$ cat src/rtl/addsub_pkg.sv
// Shared definitions for the add/sub issue stage.
//  - op_e      : opcode encoding carried through the pipeline
//  - FLG_*     : bit positions inside the {N,Z,C,V} flag nibble
//  - helpers   : decode whether an op inverts B or takes carry-in from flag_c
package addsub_pkg;

  typedef enum logic [1:0] {
    OP_ADD = 2'b00,
    OP_SUB = 2'b01,
    OP_ADC = 2'b10,
    OP_SBC = 2'b11
  } op_e;

  localparam int FLG_N = 3;
  localparam int FLG_Z = 2;
  localparam int FLG_C = 1;
  localparam int FLG_V = 0;

  // Subtracts feed ~B into the adder (two's complement via cin).
  function automatic logic op_inverts_b(op_e op);
    return (op == OP_SUB) || (op == OP_SBC);
  endfunction

  // ADC/SBC take their carry-in from the architectural carry flag.
  function automatic logic op_uses_carry(op_e op);
    return (op == OP_ADC) || (op == OP_SBC);
  endfunction

endpackage

$ cat src/rtl/sync_fifo2.sv
// Two-entry synchronous FIFO.
//  clk, rst_n : clock, synchronous active-low reset (empties the FIFO)
//  clr        : synchronous clear, empties the FIFO; wins over push/pop
//  push/wdata : write request; ignored when full
//  pop        : read request; ignored when empty
//  rdata      : head entry (valid when count != 0)
//  count      : number of stored entries, 0..2
module sync_fifo2 #(
  parameter int W = 8
) (
  input  logic         clk,
  input  logic         rst_n,
  input  logic         clr,
  input  logic         push,
  input  logic [W-1:0] wdata,
  input  logic         pop,
  output logic [W-1:0] rdata,
  output logic [1:0]   count
);

  logic [W-1:0] mem_q [2];
  logic [W-1:0] mem_d [2];
  logic         wr_ptr_q, wr_ptr_d;
  logic         rd_ptr_q, rd_ptr_d;
  logic [1:0]   count_q, count_d;
  logic         push_ok, pop_ok;

  always_comb begin
    push_ok  = push & (count_q != 2'd2);
    pop_ok   = pop  & (count_q != 2'd0);
    mem_d    = mem_q;
    wr_ptr_d = wr_ptr_q;
    rd_ptr_d = rd_ptr_q;
    count_d  = count_q;
    if (clr) begin
      wr_ptr_d = 1'b0;
      rd_ptr_d = 1'b0;
      count_d  = 2'd0;
    end else begin
      if (push_ok) begin
        mem_d[wr_ptr_q] = wdata;
        wr_ptr_d        = ~wr_ptr_q;
      end
      if (pop_ok) begin
        rd_ptr_d = ~rd_ptr_q;
      end
      case ({push_ok, pop_ok})
        2'b10:   count_d = count_q + 2'd1;
        2'b01:   count_d = count_q - 2'd1;
        default: count_d = count_q;
      endcase
    end
  end

  // Storage needs no reset: count gates every read.
  always_ff @(posedge clk) begin
    mem_q <= mem_d;
  end

  always_ff @(posedge clk) begin
    if (!rst_n) begin
      wr_ptr_q <= 1'b0;
      rd_ptr_q <= 1'b0;
      count_q  <= 2'd0;
    end else begin
      wr_ptr_q <= wr_ptr_d;
      rd_ptr_q <= rd_ptr_d;
      count_q  <= count_d;
    end
  end

  assign rdata = mem_q[rd_ptr_q];
  assign count = count_q;

endmodule

$ cat src/rtl/addsub_issue_stage.sv
// Issue/retire stage around an external 32-bit adder.
//  Front  : in_valid/in_ready/in_op/in_a/in_b/in_tag into a 2-entry FIFO.
//  Issue  : add_a/add_b registered from the FIFO head (B inverted for SUB/SBC),
//           add_cin combinational from the issued op and flag_c.
//  Retire : add_s/add_cout/add_ovf captured into out_result/out_flags with
//           out_tag; out_valid/out_ready hand the result to the consumer.
//  flag_c : architectural carry, updated when a result is captured.
//  flush  : empties FIFO, issue and result stages; keeps flag_c and data.
// Handshake rule for both ports: a transfer happens at a rising edge where
// valid and ready are both 1; a valid producer holds its payload until then.
module addsub_issue_stage
  import addsub_pkg::*;
#(
  parameter int WIDTH      = 32,
  parameter int TAG_W      = 4,
  parameter int FIFO_DEPTH = 2
) (
  input  logic             clk,
  input  logic             rst_n,
  input  logic             flush,
  input  logic             in_valid,
  output logic             in_ready,
  input  logic [1:0]       in_op,
  input  logic [WIDTH-1:0] in_a,
  input  logic [WIDTH-1:0] in_b,
  input  logic [TAG_W-1:0] in_tag,
  output logic [WIDTH-1:0] add_a,
  output logic [WIDTH-1:0] add_b,
  output logic             add_cin,
  input  logic [WIDTH-1:0] add_s,
  input  logic             add_cout,
  input  logic             add_ovf,
  output logic             out_valid,
  input  logic             out_ready,
  output logic [WIDTH-1:0] out_result,
  output logic [TAG_W-1:0] out_tag,
  output logic [3:0]       out_flags,
  output logic             flag_c
);

  localparam int ENTRY_W = 2 + 2 * WIDTH + TAG_W;

  logic [1:0]         fifo_count;
  logic [ENTRY_W-1:0] fifo_rdata;
  logic               push, pop, retire_load;
  op_e                head_op;
  logic [WIDTH-1:0]   head_a, head_b;
  logic [TAG_W-1:0]   head_tag;
  logic [3:0]         flags_new;

  logic               iss_valid_q, iss_valid_d;
  op_e                iss_op_q, iss_op_d;
  logic [TAG_W-1:0]   iss_tag_q, iss_tag_d;
  logic [WIDTH-1:0]   add_a_q, add_a_d;
  logic [WIDTH-1:0]   add_b_q, add_b_d;
  logic               out_valid_q, out_valid_d;
  logic [WIDTH-1:0]   out_result_q, out_result_d;
  logic [TAG_W-1:0]   out_tag_q, out_tag_d;
  logic [3:0]         out_flags_q, out_flags_d;
  logic               flag_c_q, flag_c_d;

  // Ready depends only on the registered count, never on out_ready.
  assign in_ready = (fifo_count < 2'(FIFO_DEPTH)) & ~flush & rst_n;
  assign push     = in_valid & in_ready;

  sync_fifo2 #(.W(ENTRY_W)) u_fifo (
    .clk   (clk),
    .rst_n (rst_n),
    .clr   (flush),
    .push  (push),
    .wdata ({in_op, in_a, in_b, in_tag}),
    .pop   (pop),
    .rdata (fifo_rdata),
    .count (fifo_count)
  );

  assign head_op  = op_e'(fifo_rdata[ENTRY_W-1 -: 2]);
  assign head_a   = fifo_rdata[ENTRY_W-3 -: WIDTH];
  assign head_b   = fifo_rdata[TAG_W +: WIDTH];
  assign head_tag = fifo_rdata[TAG_W-1:0];

  // Carry-in reads flag_c live, so an ADC/SBC issued on the same edge that
  // its predecessor retires already sees the new carry.
  always_comb begin
    case (iss_op_q)
      OP_ADD:  add_cin = 1'b0;
      OP_SUB:  add_cin = 1'b1;
      default: add_cin = op_uses_carry(iss_op_q) & flag_c_q;
    endcase
  end

  always_comb begin
    flags_new        = '0;
    flags_new[FLG_N] = add_s[WIDTH-1];
    flags_new[FLG_Z] = (add_s == '0);
    flags_new[FLG_C] = add_cout;
    flags_new[FLG_V] = add_ovf;
  end

  always_comb begin
    retire_load  = iss_valid_q & (~out_valid_q | out_ready);
    pop          = (~iss_valid_q | retire_load) & (fifo_count != 2'd0) & ~flush;
    iss_valid_d  = iss_valid_q;
    iss_op_d     = iss_op_q;
    iss_tag_d    = iss_tag_q;
    add_a_d      = add_a_q;
    add_b_d      = add_b_q;
    out_valid_d  = out_valid_q;
    out_result_d = out_result_q;
    out_tag_d    = out_tag_q;
    out_flags_d  = out_flags_q;
    flag_c_d     = flag_c_q;
    if (flush) begin
      // Flush wins over any same-edge retire or issue; data is left as is.
      iss_valid_d = 1'b0;
      out_valid_d = 1'b0;
    end else begin
      if (retire_load) begin
        out_valid_d  = 1'b1;
        out_result_d = add_s;
        out_tag_d    = iss_tag_q;
        out_flags_d  = flags_new;
        flag_c_d     = add_cout;
        iss_valid_d  = 1'b0;
      end else if (out_valid_q && out_ready) begin
        out_valid_d = 1'b0;
      end
      if (pop) begin
        iss_valid_d = 1'b1;
        iss_op_d    = head_op;
        iss_tag_d   = head_tag;
        add_a_d     = head_a;
        add_b_d     = op_inverts_b(head_op) ? ~head_b : head_b;
      end
    end
  end

  always_ff @(posedge clk) begin
    if (!rst_n) begin
      iss_valid_q  <= 1'b0;
      iss_op_q     <= OP_ADD;
      iss_tag_q    <= '0;
      add_a_q      <= '0;
      add_b_q      <= '0;
      out_valid_q  <= 1'b0;
      out_result_q <= '0;
      out_tag_q    <= '0;
      out_flags_q  <= '0;
      flag_c_q     <= 1'b0;
    end else begin
      iss_valid_q  <= iss_valid_d;
      iss_op_q     <= iss_op_d;
      iss_tag_q    <= iss_tag_d;
      add_a_q      <= add_a_d;
      add_b_q      <= add_b_d;
      out_valid_q  <= out_valid_d;
      out_result_q <= out_result_d;
      out_tag_q    <= out_tag_d;
      out_flags_q  <= out_flags_d;
      flag_c_q     <= flag_c_d;
    end
  end

  assign add_a      = add_a_q;
  assign add_b      = add_b_q;
  assign out_valid  = out_valid_q;
  assign out_result = out_result_q;
  assign out_tag    = out_tag_q;
  assign out_flags  = out_flags_q;
  assign flag_c     = flag_c_q;

endmodule

$ cat config.mk
export PLATFORM = sky130hd
export DESIGN_NAME = addsub_issue_stage
export DESIGN_NICKNAME = d
export VERILOG_FILES = /design/src/rtl/addsub_pkg.sv /design/src/rtl/sync_fifo2.sv /design/src/rtl/addsub_issue_stage.sv
export SDC_FILE = /design/constraint.sdc
export NUM_CORES = 1
export LEC_CHECK = 0
export BUFFER_PORTS_ARGS = -buffer_cell sky130_fd_sc_hd__buf_2
export CORE_MARGIN = 5
export CORE_UTILIZATION = 48
export DETAILED_ROUTE_END_ITERATION = 10
export GPL_ROUTABILITY_DRIVEN = 1
export GPL_TIMING_DRIVEN = 0
export PLACE_DENSITY = 0.75
export SLEW_MARGIN = 25
export SYNTH_ARGS = -nofsm -noshare
export SYNTH_HDL_FRONTEND = slang
export SYNTH_SLANG_ARGS = --single-unit
$ cat constraint.sdc
create_clock -name clk -period 4.25 [get_ports clk]
set_input_delay 0.2125 -clock clk [delete_from_list [all_inputs] [get_ports clk]]
set_output_delay 0.2125 -clock clk [all_outputs]
set_load 0.05 [all_outputs]
Word level (Yosys, flattened, before mapping) --
Index checks and enable logic that the tools add are counted.
Word-level totals: bits in registers 257, input port bits 109, output and inout port bits 108, logic and storage cells 76
Cells by class: $add $sub $neg 2, magnitude comparators 4, equal/unequal tests 8, mux-type cells 13, bitwise gates (word level) 20, reductions and logical operators 14
Operators by type and width (count):
- 2-to-1 mux 70 bit | 4
- bitwise mux 140 bit | 1
- demux 70 bit (select 1 bit) | 1
- zero test 32 bit | 1
- 2-to-1 mux 32 bit | 1
- inverter 32 bit | 1
- bitwise AND 1 bit | 9
- equality test 2 bit (second input constant) | 4
- nonzero test 2 bit | 4
- equality test 2 x 1 -> 1 bit (second input constant) | 3
- inverter 1 bit | 6
- AND reduction 2 bit | 3
- >= comparator 2 bit (second input constant) | 2
- 2-to-1 mux 1 bit | 4
- inverter 1 -> 2 bit | 2
- one-hot mux 2 bit (2 select lines) | 1
- adder 2 x 1 -> 2 bit (second input constant) | 1
- logical AND 1 bit | 2
- zero test 2 bit | 1
- logical OR 1 bit | 2
- less-than comparator 2 x 1 -> 1 bit (second input constant) | 1
- less-than comparator 2 bit (second input constant) | 1
- != test 2 bit (second input constant) | 1
- OR 1 bit | 2
- other kinds (3) | 3

Depth between registers and ports, before layout --
Gate-level depths: netlist of the first run.
depth after elaboration 9, gate-level depth with buffers 8, gate-level depth less buffers 6

By module --
From an unflattened synthesis of the first run, not the netlist that was laid out.
Unflattened totals: cell total of the unflattened synthesis 744, area total of the unflattened synthesis 9690.5 sq um
By module, submodules not included:
- sync_fifo2 | times used 1, cells an instance 241, area each 5235.0 sq um, sequential area each 4284.1 sq um
- addsub_issue_stage | times used 1, cells an instance 503, area each 4455.5 sq um, sequential area each 2222.1 sq um

Worst setup path before layout of the first run --
OpenSTA, ideal clock, no wires.
path type register to register, start reg u_fifo.count_q[1] (netlist: u_fifo.count[1]), end reg u_fifo.mem_q[100] (netlist bit), enable pin, library setup time 0.499 ns, arrival time 4.856 ns, required time 3.751 ns, path slack -1.105 ns, stages on the path, launching flop included 4, buffers on the path 0, period minus slack after synthesis 5.355 ns, cells stage by stage dfxtp_1 > nor3b_1 > nand2_1 > nor2_1
Between the ends: word-level cells in the longest chain between the ends 6, elaborated cells between the ends (all ways) 7, those cells by class 1 x order compare; 1 x eq/ne; 4 x bitwise; 1 x reduce/logical
RTL lines:
- start: declaration | RTL line sync_fifo2.sv:25 | logic [1:0] count_q, count_d;
- start signal: assignment | RTL line sync_fifo2.sv:68 | count_q <= count_d;
- less-than comparator 2 bit | RTL line addsub_issue_stage.sv:63 | assign in_ready = (fifo_count < 2'(FIFO_DEPTH)) & ~flush & rst_n;
- bitwise AND 1 bit (2 in series) | RTL line addsub_issue_stage.sv:63
- net in_ready | RTL line addsub_issue_stage.sv:22 | output logic in_ready,
- bitwise AND 1 bit | RTL line addsub_issue_stage.sv:64 | assign push = in_valid & in_ready;
- bitwise AND 1 bit | RTL line sync_fifo2.sv:29 | push_ok = push & (count_q != 2'd2);
- AND reduction 2 bit (no line)
- end signal: assignment | RTL line sync_fifo2.sv:57 | mem_q <= mem_d;
- end: declaration | RTL line sync_fifo2.sv:21 | logic [W-1:0] mem_q [2];
The timed path passes the listed nets, and every way through them passes these cells. A chain may end at the register's enable or synchronous reset.

Worst setup path in the final report of the first run --
start reg u_fifo.count_q[0] (netlist: u_fifo.count[0]), end reg u_fifo.count_q[1] (netlist: u_fifo.count[1])
Between the ends: elaborated cells between the ends (all ways) 16, those cells by class 2 x add/sub; 1 x order compare; 3 x eq/ne; 1 x mux; 7 x bitwise; 2 x reduce/logical
RTL lines:
- nonzero test 2 bit * | RTL line sync_fifo2.sv:30, addsub_issue_stage.sv:102
- bitwise AND 1 bit (2 in series) | RTL line addsub_issue_stage.sv:102 | pop = (~iss_valid_q | retire_load) & (fifo_count != 2'd0) & ~flush;
- bitwise AND 1 bit * | RTL line sync_fifo2.sv:30 | pop_ok = pop & (count_q != 2'd0);
- net u_fifo.pop_ok | RTL line sync_fifo2.sv:26 | logic push_ok, pop_ok;
- equality test 2 x 1 -> 1 bit or equality test 2 bit (tied branches) | RTL line sync_fifo2.sv:47 | case ({push_ok, pop_ok})
- one-hot mux 2 bit (2 select lines) or nonzero test 2 bit (tied branches)
The timed path passes the listed nets; every way through them passes the cells marked *.

==> results.py, run 1 <==
metrics = {
    "global_route": {
        "grt_pass1_wl_um": 35100,
        "grt_usage": 0.194,
        "grt_pass1_vias": 6879,
        "grt_max_degree": 46,
        "antenna_found_initial": 1,
        "grt_overflow": 0,
    },
    "critical_path": {
        "end_kind": "register",
        "path_cells": "nor2_1 > a211oi_4 > buf_2 > buf_2 > ha_1 > or3_1 > a21oi_1",
        "cp_max_fo": 10,
        "r2r_start": "u_fifo.count[0]",
        "crit_buf_inv": 2,
        "cpPeakStageDelay_ns": 0.49,
        "worst_path_most_repeated_cell": "buf_2",
        "cp.arrival_ns": 2.95,
        "critPathKind": "reg2reg",
        "startpoint_type": "register",
        "required_ns": 4.69,
        "worst_path_max_delay_cell": "a211oi_4",
        "critical_path.top_delay_family": "buffers and inverters",
        "crit_start": "u_fifo.count[0]",
    },
    "route": {
        "wl_met1_um": 9260,
        "drt-pass1-iter-count": 5,
        "drt_iter0_markers": 321,
        "avgRoutedWirePerCell_um": 17.3,
        "post-route-drc-count": 0,
        "routed_wl_um": 23100,
        "vias_per_cell": 5.03,
        "routed.top_layer": "met4",
        "vias": 6735,
        "wl_met3_um": 1540,
        "ant_nets": 0,
        "met2_length_um": 11700,
    },
    "logic_synthesis": {
        "synth_top_area_cell": "edfxtp_1",
        "synth_compound_area_frac": 0.107,
        "synth-adder-area-share": 0.00131,
        "synth-seq-cells": 255,
        "syn_inst": 698,
        "ys_types": 34,
        "synthSimpleGateAreaFrac": 0.0754,
        "syn-num-nets": 808,
        "synth_seq_area_share": 0.680,
        "synth_area_leaders": "edfxtp_1, dfxtp_1, o211a_1",
        "ys_async_sr_fraction": 0,
        "yosys_warnings": 0,
        "netlist_area_mm2": 0.00956,
        "ys.flop_type": "edfxtp_1",
        "synth_mux_area_frac": 0.0758,
        "synth_top_area_frac": 0.440,
        "synth.avg_cell_area_um2": 13.7,
        "synth_edf_count": 140,
        "synth_top_family_by_area": "compound AO/OA/AOI/OAI gates",
        "synth-xor-area-share": 0.0330,
    },
    "finish": {
        "drive_gt1_frac": 0.275,
        "fillCellCount": 1395,
        "multi_input_area_mm2": 0.00281,
        "syn_to_final_growth_pct": 36.2,
        "layout.nets": 1161,
        "seqCellArea_mm2": 0.00651,
    },
    "clock_tree": {
        "cts_setup_buffers": 0,
        "cts_tree": "done",
        "clockRootBuffer": "clkbuf_16",
        "cts_sinks": 255,
        "ctsResizeCount": 0,
        "cts.path.max_buffers": 3,
        "clk_pin_slew_ns": 0.06,
        "cts_buffers": 26,
        "h-tree-depth": 1,
        "clk-insertion-delay-late_ns": 0.53,
    },
    "worst_hold_path": {
        "min_from": "out_ready",
        "hold_class": "in2reg",
    },
    "timing": {
        "worst_slew_pin_slew_ns": 0.725,
        "slew_viol_final": 0,
        "finalCritPeriodShare": 0.589,
        "fin_hold_ws_ns": 0.0251,
        "fmax_mhz": 399,
        "period_needed_ns": 2.50,
        "grt_setup_unrepaired": "false",
        "hold_violations": 0,
        "setup_viol_count_final": 0,
        "fin_skew_ns": 0.0179,
        "setup_tns_ns": 0,
        "relSlewSlack": 0.517,
    },
    "power": {
        "ir_drop_uv": 319,
        "p_leak_nw": 5.75,
        "power.density_mw_per_mm2": 406,
    },
    "die": {
        "die_h_um": 151,
        "core_area_mm2": 0.0195,
        "die_area_mm2": 0.0228,
        "initial_core_util": 0.490,
        "io_pins": 217,
        "placementRows": 51,
        "die_x_um": 151,
    },
    "placement": {
        "routabilityCongestion": 0.800,
        "dp.final_hpwl_um": 14800,
        "io_buffers": 216,
    },
    "status": {
        "status": "finished, final reports clean",
    },
    "run": {
        "cap_violations": 0,
    },
}
-- worst reg2reg max path: stages, from the launching register on --
cell and delay, ns:
dfxtp_1 0.38, nor2_1 0.10, a211oi_4 0.49, buf_2 0.36, buf_2 0.30, ha_1 0.30, or3_1 0.36, a21oi_1 0.15
-- flip-flops by register name, summed over array words and instances, names as in the netlist, 2 cells and up --
name and flops:
add_a 32, add_b 32, iss_op_q 2, iss_tag_q 4, out_flags 3, out_result 32, out_tag 4, u_fifo.count 2
u_fifo.mem_q 140
-- cell usage in the layout (no fill, tap or decap), types with 29 or more instances in the layout --
cell and instances:
buf_2 230, edfxtp_1 140, o211a_1 70, dfxtp_1 115, nand2_1 148, dlygate4sd3_1 104
clkbuf_1 31, a21boi_0 29, xnor2_1 34, mux2i_1 69
-- repair_timing --
item                                   in CTS  in global routing
endpoints found under the hold margin     175                  0
hold buffers                              104                  0
setup endpoints to repair                   0                  0
-- final timing paths --
kind / endpoint / slack [ns] / cells after the start
worst max-delay path: u_fifo.count[1] / 1.75 / 7
worst min-delay path: iss_valid_q / 0.03 / 4
worst min register to register: out_result[13] / 0.45 / 2
worst max register to register: u_fifo.count[1] / 1.75 / 7
-- through the flow --
stage          setup WS, ns  std cells  instance area [um^2]  power [mW]   util
2_1_floorplan        0.0624        698                  9570        2.87      -
3_3_place_gp         0.0201       1179                 11000        2.98  0.562
3_5_place_dp           1.73       1184                 11100        2.99  0.569
4_1_cts                1.70       1336                 13000        5.33  0.667
5_1_grt                1.62       1337                 13000        5.45  0.667
6_report               1.75       1338                 13000        5.29  0.667
-- synth_stat cells, types with 2 or more instances --
cell type,count
o211a_1,70
clkbuf_1,22
nor4_1,5
dfxtp_1,115
xor2_1,2
nor2_1,7
nand2_1,148
a21oi_1,2
buf_4,8
xnor2_1,34
a21boi_1,9
or4_1,2
buf_6,4
mux2i_1,69
a21boi_0,29
nand4_1,2
buf_2,14
edfxtp_1,140
-- power by group --
part / switching (mW) / internal (mW) / total (mW)
combinational: 0.193 / 0.167 / 0.361
clock: 0.904 / 1.37 / 2.27
sequential: 0.0173 / 2.64 / 2.66
total: 1.11 / 4.18 / 5.29
-- layer usage --
layer  up-vias  global-route usage
met4         0              0.0530
li1       3237                   -
met1      3208               0.231
met5         -                   0
met2       243               0.356
met3        47              0.0371
-- layout make-up --
type                            count  area share
Multi-Input combinational cell    395       0.216
Sequential cell                   255       0.500
Buffer                             48      0.0198
Tap cell                          265      0.0255
Clock inverter                     10      0.0107
Antenna cell                        2    0.000384
Timing Repair Buffer              325       0.173
Clock buffer                       38      0.0557
-- kinds of logic after synthesis --
kind of cell,after synthesis
DFF,255
and+or+nand+nor,174
AOI/OAI and AO/OA,113
muxes,71
buffers and inverters,48
xor gates and xnor gates,36
adders and majority gates,1
Power figures use the tool's default switching activity.
==> run 2, diff against run 1 <==
CORE_UTILIZATION = 50   (was 48)
clock period = 2.5 ns   (was 4.25 ns; I/O delays follow)
==> results.py, run 2 (synthesis results as in run 1) <==
metrics = {
    "timing": {
        "worst_slew_pin_slew_ns": 0.663,
        "fin_ws_ns": 0.217,
        "hold_violations": 0,
        "fmax_mhz": 438,
        "slew_viol_final": 0,
        "fin_skew_ns": 0.0166,
        "relSlewSlack": 0.557,
        "period_needed_ns": 2.28,
        "finalCritPeriodShare": 0.913,
        "grt_setup_unrepaired": "false",
        "setup_viol_count_final": 0,
        "fin_hold_ws_ns": 0.133,
    },
    "critical_path": {
        "critical_path.top_delay_family": "buffers and inverters",
        "worst_path_max_delay_cell": "or3_1",
        "cp.arrival_ns": 2.72,
        "startpoint_type": "register",
        "r2r_cells": 7,
        "reg2reg_slack_ns": 0.22,
        "cpPeakStageDelay_ns": 0.36,
        "required_ns": 2.94,
        "cp_max_fo": 10,
        "crit_buf_inv": 2,
        "timing.rr.end": "u_fifo.count[1]",
        "path_cells": "nor2b_4 > a211oi_4 > buf_2 > buf_2 > ha_1 > or3_1 > a21oi_1",
        "r2r_start": "out_valid",
        "end_kind": "register",
        "worst_path_most_repeated_cell": "buf_2",
        "critPathKind": "reg2reg",
    },
    "power": {
        "ir_drop_uv": 671,
        "swShare": 0.213,
        "p_int_mw": 6.98,
        "p_total_mw": 8.87,
        "pwr-share-seq": 0.510,
        "power.density_mw_per_mm2": 684,
        "combinationalPowerShare": 0.070,
        "p_leak_nw": 5.74,
        "p_sw_mw": 1.89,
        "clkPwrFrac": 0.421,
    },
    "die": {
        "die_area_mm2": 0.0220,
        "io_pins": 217,
        "core_area_mm2": 0.0188,
        "placementRows": 50,
        "initial_core_util": 0.510,
        "die_x_um": 148,
        "die_h_um": 148,
    },
    "global_route": {
        "antenna_found_initial": 1,
        "grt_pass1_wl_um": 36700,
        "grt_usage": 0.208,
        "grt_max_degree": 39,
        "grt_pass1_vias": 6919,
        "grt_overflow": 0,
    },
    "status": {
        "status": "finished, final reports clean",
    },
    "route": {
        "routed_wl_um": 23500,
        "met2_length_um": 12000,
        "vias": 6725,
        "wl_met3_um": 1640,
        "drt_iter0_markers": 387,
        "wl_met1_um": 9430,
        "avgRoutedWirePerCell_um": 18.0,
        "drt-pass1-iter-count": 5,
        "post-route-drc-count": 0,
        "vias_per_cell": 5.14,
        "routed.top_layer": "met4",
        "ant_nets": 0,
    },
    "finish": {
        "syn_to_final_growth_pct": 35.5,
        "final_cell_area_mm2": 0.0130,
        "layout.cells.non_filler": 1308,
        "layout.nets": 1163,
        "top_register": "u_fifo.mem_q",
        "fillCellCount": 1298,
        "layout_commonest_cell": "buf_2",
        "largest_reg_flops": 140,
        "mostFrequentLayoutCells": "buf_2, nand2_1, edfxtp_1",
        "drive_gt1_frac": 0.276,
    },
    "clock_tree": {
        "clk-insertion-delay-late_ns": 0.52,
        "cts_sinks": 255,
        "cts_tree": "done",
        "cts.path.max_buffers": 3,
        "h-tree-depth": 1,
        "clockRootBuffer": "clkbuf_16",
        "clk_pin_slew_ns": 0.06,
        "cts_buffers": 26,
    },
    "placement": {
        "routabilityCongestion": 0.804,
        "dp.final_hpwl_um": 14900,
        "placed_area_mm2": 0.0111,
        "io_buffers": 216,
        "dp.cells": 1152,
        "place_ws_ns": -0.0860,
    },
    "run": {
        "cap_violations": 0,
    },
    "worst_hold_path": {
        "min_path_cells": 5,
        "min_from": "flush",
        "hold_class": "in2reg",
        "min_to": "u_fifo.wr_ptr_q",
    },
}
[run 2: changes by cell type in the layout (fill, tap and decap cells not counted), moves of 2 or more]
cell and delta:
clkbuf_16 +2, clkbuf_8 +2, dlygate4sd3_1 +2, bufinv_16 -3, buf_16 -2, buf_12 +2
[run 2: timing repair]
action	CTS	global route
gates resized for setup	0	0
hold buffers	106	0
endpoints found under the setup margin	1	0
setup buffers	1	0
endpoints found under the hold margin	178	0
[run 2: power groups by stage]
stage | Sequential (mW) | Clock [mW] | Combinational [mW]
floorplan | 4.71 | 0 | 0.173
global placement | 4.61 | 0 | 0.460
detailed placement | 4.61 | 0 | 0.480
CTS | 4.52 | 3.78 | 0.614
global route | 4.52 | 3.99 | 0.660
finish | 4.52 | 3.73 | 0.617
[run 2: stage by stage]
stage,TNS [ns],utilization
after floorplan,-2.82,-
after global placement,-20.42,0.584
after detailed placement,-0.0860,0.589
after CTS,0,0.691
after global routing,0,0.691
final,0,0.691
[run 2: area by class of cell]
type,count,area [um^2],area share
clock buffer,44,812,0.0626
buffer,48,258,0.0199
antenna,1,2.50,0.000193
clock inverter,4,20.0,0.00154
timing repair buffer,327,2240,0.173
multi-input combinational,395,2830,0.218
tap,234,293,0.0226
sequential,255,6510,0.502
[run 2: how the worst max path moves through the flow]
stage                     cells after the start  slack (ns)       startpoint                end
after floorplan                               3       -0.04  u_fifo.count[1]  u_fifo.mem_q[100]
final                                         7        0.22        out_valid    u_fifo.count[1]
after global routing                          7        0.08        out_valid    u_fifo.count[1]
after global placement                        3       -0.30  u_fifo.count[1]  u_fifo.mem_q[127]
after CTS                                     7        0.17        out_valid    u_fifo.count[1]
after detailed placement                      7       -0.09  u_fifo.count[0]    u_fifo.count[1]
[run 2: tightest hold or removal path, delay by kind of cell]
kind,cells,cell delay (ns)
simple gates,3,0.24
xor+xnor,1,0.07
buf+inv,1,0.17
[run 2: metal layers]
| metal | global-route usage | up-vias |
|---|---|---|
| met1 | 0.252 | 3236 |
| met4 | 0.0536 | 0 |
| met3 | 0.0451 | 37 |
| li1 | - | 3232 |
| met5 | 0 | - |
| met2 | 0.377 | 220 |
